## config.mk

```make
export PLATFORM = sky130hd
export DESIGN_NAME = serial2tcp_tx_arbiter
export DESIGN_NICKNAME = d
export VERILOG_FILES = /design/src/rtl/serial2tcp_tx_arbiter.sv
export SDC_FILE = /design/constraint.sdc
export NUM_CORES = 1
export LEC_CHECK = 0
export BUFFER_PORTS_ARGS = -buffer_cell sky130_fd_sc_hd__buf_4
export CAP_MARGIN = 25
export CELL_PAD_IN_SITES_DETAIL_PLACEMENT = 0
export CELL_PAD_IN_SITES_GLOBAL_PLACEMENT = 2
export CORE_AREA = 4 4 54 75
export DETAILED_ROUTE_END_ITERATION = 16
export DIE_AREA = 0 0 58 79
export HOLD_SLACK_MARGIN = 0.15
export PLACE_DENSITY = 0.8
export SETUP_SLACK_MARGIN = 0.1
export SYNTH_ARGS = -nofsm -noshare
export SYNTH_HDL_FRONTEND = slang
export SYNTH_SLANG_ARGS = --single-unit
```

## constraint.sdc

```tcl
create_clock -name sys_clk -period 2.5 [get_ports sys_clk]
set_input_delay 0.5 -clock sys_clk [delete_from_list [all_inputs] [get_ports sys_clk]]
set_output_delay 0.5 -clock sys_clk [all_outputs]
set_load 0.01 [all_outputs]
```

## src/rtl/serial2tcp_tx_arbiter.sv

```systemverilog
// Burst-granular round-robin arbiter that merges N_REQ byte streams onto the single
// serial2tcp sink. Each burst can optionally be preceded by an 8'hA0|id header byte.
module serial2tcp_tx_arbiter #(
    parameter int N_REQ     = 2,
    parameter int MAX_BURST = 16,
    parameter int TAG_EN    = 1
) (
    input  logic                 sys_clk,
    input  logic                 sys_rst,
    input  logic [N_REQ-1:0]     req_valid,
    output logic [N_REQ-1:0]     req_ready,
    input  logic [8*N_REQ-1:0]   req_data,
    input  logic [N_REQ-1:0]     req_last,
    output logic                 serial2tcp_sink_valid,
    input  logic                 serial2tcp_sink_ready,
    output logic [7:0]           serial2tcp_sink_data,
    output logic [N_REQ-1:0]     grant,
    output logic                 busy
);

    localparam int ID_W  = (N_REQ > 1) ? $clog2(N_REQ) : 1;
    localparam int CNT_W = $clog2(MAX_BURST + 1);

    typedef enum logic [1:0] {
        ST_IDLE = 2'd0,
        ST_HDR  = 2'd1,
        ST_DATA = 2'd2
    } state_t;

    state_t             state_q, state_d;
    logic [ID_W-1:0]    rr_ptr_q, rr_ptr_d;
    logic [ID_W-1:0]    id_q, id_d;
    logic [CNT_W-1:0]   byte_cnt_q, byte_cnt_d;
    logic [N_REQ-1:0]   grant_q, grant_d;

    logic               pick_valid;
    logic [ID_W-1:0]    pick_id;
    logic [ID_W-1:0]    next_ptr;
    logic               xfer;
    logic               burst_end;

    // Scan from the farthest position back to rr_ptr so the nearest requester wins last.
    always_comb begin
        pick_valid = 1'b0;
        pick_id    = '0;
        for (int k = N_REQ - 1; k >= 0; k--) begin
            int idx;
            idx = int'(rr_ptr_q) + k;
            if (idx >= N_REQ) begin
                idx = idx - N_REQ;
            end
            if (req_valid[idx]) begin
                pick_valid = 1'b1;
                pick_id    = ID_W'(idx);
            end
        end
    end

    assign next_ptr  = (id_q == ID_W'(N_REQ - 1)) ? '0 : id_q + 1'b1;
    assign xfer      = (state_q == ST_DATA) && req_valid[id_q] && serial2tcp_sink_ready;
    assign burst_end = xfer && (req_last[id_q] || (byte_cnt_q == CNT_W'(MAX_BURST - 1)));

    always_ff @(posedge sys_clk) begin
        if (sys_rst) begin
            state_q    <= ST_IDLE;
            rr_ptr_q   <= '0;
            id_q       <= '0;
            byte_cnt_q <= '0;
            grant_q    <= '0;
        end else begin
            state_q    <= state_d;
            rr_ptr_q   <= rr_ptr_d;
            id_q       <= id_d;
            byte_cnt_q <= byte_cnt_d;
            grant_q    <= grant_d;
        end
    end

    always_comb begin
        state_d               = state_q;
        rr_ptr_d              = rr_ptr_q;
        id_d                  = id_q;
        byte_cnt_d            = byte_cnt_q;
        grant_d               = grant_q;
        serial2tcp_sink_valid = 1'b0;
        serial2tcp_sink_data  = 8'h00;
        case (state_q)
            ST_IDLE: begin
                if (pick_valid) begin
                    id_d       = pick_id;
                    grant_d    = N_REQ'(1) << pick_id;
                    byte_cnt_d = '0;
                    state_d    = (TAG_EN != 0) ? ST_HDR : ST_DATA;
                end
            end
            ST_HDR: begin
                serial2tcp_sink_valid = 1'b1;
                serial2tcp_sink_data  = {4'hA, 4'(id_q)};
                if (serial2tcp_sink_ready) begin
                    state_d    = ST_DATA;
                    byte_cnt_d = '0;
                end
            end
            ST_DATA: begin
                serial2tcp_sink_valid = req_valid[id_q];
                serial2tcp_sink_data  = req_valid[id_q] ? req_data[8*int'(id_q) +: 8] : 8'h00;
                if (burst_end) begin
                    state_d    = ST_IDLE;
                    grant_d    = '0;
                    byte_cnt_d = '0;
                    rr_ptr_d   = next_ptr;
                end else if (xfer) begin
                    byte_cnt_d = byte_cnt_q + 1'b1;
                end
            end
            default: begin
                state_d = ST_IDLE;
            end
        endcase
    end

    // Only the owner sees the sink's ready, and only while its data is being passed through.
    genvar gi;
    generate
        for (gi = 0; gi < N_REQ; gi++) begin : g_ready
            assign req_ready[gi] = (state_q == ST_DATA) && grant_q[gi] && serial2tcp_sink_ready;
        end
    endgenerate

    assign grant = grant_q;
    assign busy  = (state_q != ST_IDLE);

endmodule

```

# After elaboration in Yosys (flattened, before gate mapping)
# Index checks and enable logic that the tools add are counted.
[classes]
n_eq_ne = 7
n_shift = 2
mux = 31
n_addsub = 5
n_reduce_logical = 17
magnitude_cmp = 5
[ops]
columns = ["operator", "count"]
rows = [
  ["$lt A32 B3 Y1 const B", 2],
  ["$mux W32", 2],
  ["$mux W5", 4],
  ["$pmux W8 S2", 1],
  ["$shiftx A16 B5 Y8", 1],
  ["$mux W1", 15],
  ["$pmux W5 S3", 1],
  ["$mux W2", 4],
  ["$mux W8", 1],
  ["$logic_and A1 B1 Y1", 7],
  ["$ne A2 B2 Y1 const B", 3],
  ["$pmux W2 S3", 1],
  ["$reduce_and A3 Y1", 2],
  ["$add A5 B1 Y5 const B", 1],
  ["$eq A5 B4 Y1 const B", 1],
  ["$pmux W2 S2", 1],
  ["$reduce_and A2 Y1", 2],
  ["$reduce_and A4 Y1", 1],
  ["$reduce_bool A2 Y1", 2],
  ["$ne A3 B3 Y1 const B", 1],
  ["$reduce_bool A3 Y1", 1],
  ["$sub A1 B2 Y3 const B", 1],
  ["$sub A2 B2 Y3 const B", 1],
  ["$add A1 B1 Y2 const B", 1],
  ["other kinds (10)", 10],
]
[word_totals]
register_bits = 11
out_inout_bits = 14
inputBits = 23

# Logic depth before layout (Yosys ltp)
[logic_depth]
ltp_word = 11
ltp_mapped = 7
ltp_nobuf = 6

# Least setup slack after synthesis
# No wires, ideal clock.
[synth_timing]
path_type = "flip-flop to output port"
startpoint = "register state_q[0]"
endpoint = "output serial2tcp_sink_data[0]"
stages_incl_launch_ff = 7
required_ns = 2.000
arrival_ns = 1.291
path_buffers = 1
setup_slack_ns = 0.709
cell_sequence = "dfxtp_1 inv_1 ha_1 clkbuf_1 and3_1 a22oi_1 o22ai_1"
[synth_via]
elab_chain_cells = 2
elab_cells_between_ends = 3
cone_classes = "2 x eq/ne; 1 x mux"
[synth_lines]
columns = ["item", "line", "source"]
rows = [
  ["from (decl)", "30", "state_t state_q, state_d;"],
  ["from (signal assigned)", "71", "state_q <= state_d;"],
  ["$eq A2 B2 Y1 or $eq A2 B1 Y1 (tied branches)", "87", "case (state_q)"],
  ["$pmux W8 S2 (*)", "87", ""],
  ["to (decl)", "16", "output logic [7:0] serial2tcp_sink_data,"],
]
# Every way passes the cells marked *; elsewhere a longest branch is shown, timed or not.

# Worst setup path after layout
[layout_timing]
startpoint = "register state_q[0]"
endpoint = "output serial2tcp_sink_data[5]"
# The elaborated chain is that of the path after synthesis.

==> metrics.txt <==
final worst-path cycle share 88.0%; YS warnings 0; PostCTS Resize Cnt 0; fin area approximately 1200 µm²; critical path, cell by cell inv_1, ha_1, and3_1, a21oi_1, nor2_1, buf_4; worst skew pair latency 0.24 ns; Worst Hold Class in2reg; antenna violations before repair 0; Synth Flop Type dfxtp_1; total track usage between 10% and 20%; FF-to-FF path depth 6; Rel. slew slack 70.9%; Req. time, crit path 2.00 ns; slowest CP cell dfxtp_1; post-synthesis register bit count 11; Least-Margin Pin Slew approximately 0.43 ns; critical path class reg2out; Hold Path Stages 2; Num CTS Buffers 3; max incr delay on CP roughly 0.4 ns; main area contributors after synthesis dfxtp_1, ha_1, mux2i_1; start point of the worst hold path sys_rst; Die ar. 4580 µm²; Synth cell types 39; Avg Vias per Cell just over 5; critical path depth in cells 6; RSZ-0062 raised after global routing no; Layout area overhead 40.7%; clk buf depth 2; CTS clk-pin slew, worst paths about 0.05 ns; Post-CTS Hold Fix Bufs 0; Worst path top cell family by delay flip-flops; drt drc 0; syn_area_per_cell between 8 and 9 µm²; Static Leakage 0.552 nW; Die Height between 70 and 80 µm; vias about 950; Setup Skew roughly 0.0011 ns; Critical Path Sink Type output port; grt ovf 0; EDFF count, synth 0; Synth Area in XOR/XNOR 0%; most common cell in the synthesized netlist dfxtp_1; mux share of post-synthesis cell area ~12%; share of the synthesized area in the top cell type 25.1%; final setup vio count 0; simple-gate area share of the yosys netlist 25.6%; NumNets Final 176; largest net degree at the start of global routing 13; Max-Cap Viols 0; routed len/inst around 14 µm; adder-cell area share of the yosys netlist 10.0%; Clock Sinks 11; post-layout min period approximately 2.2 ns; Starting DRT DRC Count 10; Max FO, Critical Path 11; Max Slew Vio Count 0; Synth area leader dfxtp_1; final antenna-violating net count 0; outcome completed; synth cell count leaders dfxtp_1, nor2_1, inv_1, mux2i_1; sequential fraction of the synthesis area between 20% and 30%; final WL around 2500 µm; reg2reg setup slack just under 0.6 ns; share of cells above drive strength 1 31.7%; drt pass-1 iters 4; PwrDens about 730 nW/µm²; Final Wtd Congestion 0.767; first-pass GRT wire length between 4000 and 5000 µm; Compound-Gate Fraction of Synth Area between 20% and 30%; vias in the first global route between 900 and 1,000; mapped cell area about 880 µm²; peak supply drop roughly 0.36 mV; FF-to-FF Start state_q[0]$_SDFFE_PP0P_; Port-buffer cells 36; Fmax achieved between 400 and 500 MHz; post-DP HPWL slightly above 2000 µm; clock root buffer clkbuf_8; n_diodes 0; crit path DAT 1.70 ns; I/O pins 37; TNS Setup 0 ns; CTS tree built; Synth Instances 108; Post-DP Area 1190 µm²; Fin. Hold Viols 0; Critical R2R Capture byte_cnt_q[2]$_SDFFE_PP0P_; CP Launch Type flop; Core Box Area around 3400 µm²; WP buf/inv 2; Initial Utilization roughly a quarter; Mapped Nets ~140; Worst Hold Path EP grant[1]$_SDFFE_PP0P_; Die Span X 58 µm; Post-synth ARST share 0%; Post-CTS Repair Setup Buffers 0; htree depth 1; # rows 25; largest family of logic cells by synthesized area simple AND/OR/NAND/NOR gates
registers in the layout, indices dropped and copies added (netlist names):
signal	cells
byte_cnt_q	5
grant	2
state_q	2
id_q	1
rr_ptr_q	1
cell usage in the layout, fill, tap and decap left out:
cell type,instances
a211oi_1,2
a21oi_1,4
a21oi_2,1
a22oi_1,1
a31oi_1,1
a32oi_1,1
and3_1,4
and4_1,1
buf_4,37
clkbuf_1,1
clkbuf_8,3
dfxtp_1,11
ha_1,7
inv_1,8
mux2_2,1
mux2_4,1
mux2i_1,8
nand2_1,7
nand2b_1,1
nand3_1,4
nand4_1,2
nor2_1,10
nor2b_1,4
nor3_1,1
nor3_2,1
nor3b_1,1
nor4_1,1
nor4_2,1
o2111a_1,1
o2111ai_1,1
o211ai_1,6
o21ai_0,2
o21ai_1,2
o22ai_1,1
o311ai_1,1
o31ai_1,1
o41ai_1,2
or3_1,2
or3b_2,1
per-stage QoR:
step / worst slack, ns / cells / power [W] / utilization (%) / hold slack (ns)
2_1_floorplan: 0.709 / 108 / 0.000559 / - / 0.447
3_5_place_dp: 0.434 / 181 / 0.000731 / 35.1 / 0.473
3_3_place_gp: 0.441 / 181 / 0.000732 / 35.1 / 0.468
6_report: 0.301 / 185 / 0.000901 / 36.5 / 0.458
4_1_cts: 0.280 / 185 / 0.000915 / 36.5 / 0.453
5_1_grt: 0.155 / 185 / 0.000976 / 36.5 / 0.467
worst max-delay path by stage:
stage               slack [ns]                       to               startpoint
floorplan                 0.71  serial2tcp_sink_data[0]  state_q[0]$_SDFFE_PP0P_
global placement          0.44  serial2tcp_sink_data[0]             req_valid[0]
detailed placement        0.43  serial2tcp_sink_data[5]             req_valid[0]
CTS                       0.28  serial2tcp_sink_data[5]  state_q[0]$_SDFFE_PP0P_
global route              0.16  serial2tcp_sink_data[5]  state_q[0]$_SDFFE_PP0P_
finish                    0.30  serial2tcp_sink_data[5]  state_q[0]$_SDFFE_PP0P_
routing by layer:
layer / part of all wire (%) / track usage, % / wire, µm / vias up
met2: 53 / 21.9 / 1350 / 36
met4: 0.87 / 4.87 / 22 / 0
met5: 0 / 0 / 0 / -
met3: 6.0 / 1.79 / 152 / 2
li1: - / - / - / 477
met1: 40 / 13.2 / 1010 / 431
logic make-up after synthesis:
| kind of cell | Yosys count |
|---|---|
| compound gates | 27 |
| fa+ha+maj | 7 |
| buf+inv | 12 |
| flops | 11 |
| mux | 10 |
| simple gates | 41 |
where the power goes:
group,total [W],switching [W],internal [W]
sequential,0.000231,0.0000267,0.000204
clock,0.000181,0.0000684,0.000112
combinational,0.000489,0.000270,0.000219
total,0.000901,0.000366,0.000535
area by class of cell:
type                    count  area [µm²]
clock buffers               4        45.0
well taps                  40        50.0
repair buffers             37         278
multi-input cells          85         609
flip-flops and latches     11         220
fillers                   368        2150
inverters                   8        30.0
No activity file was read; power rests on OpenSTA's default activity.
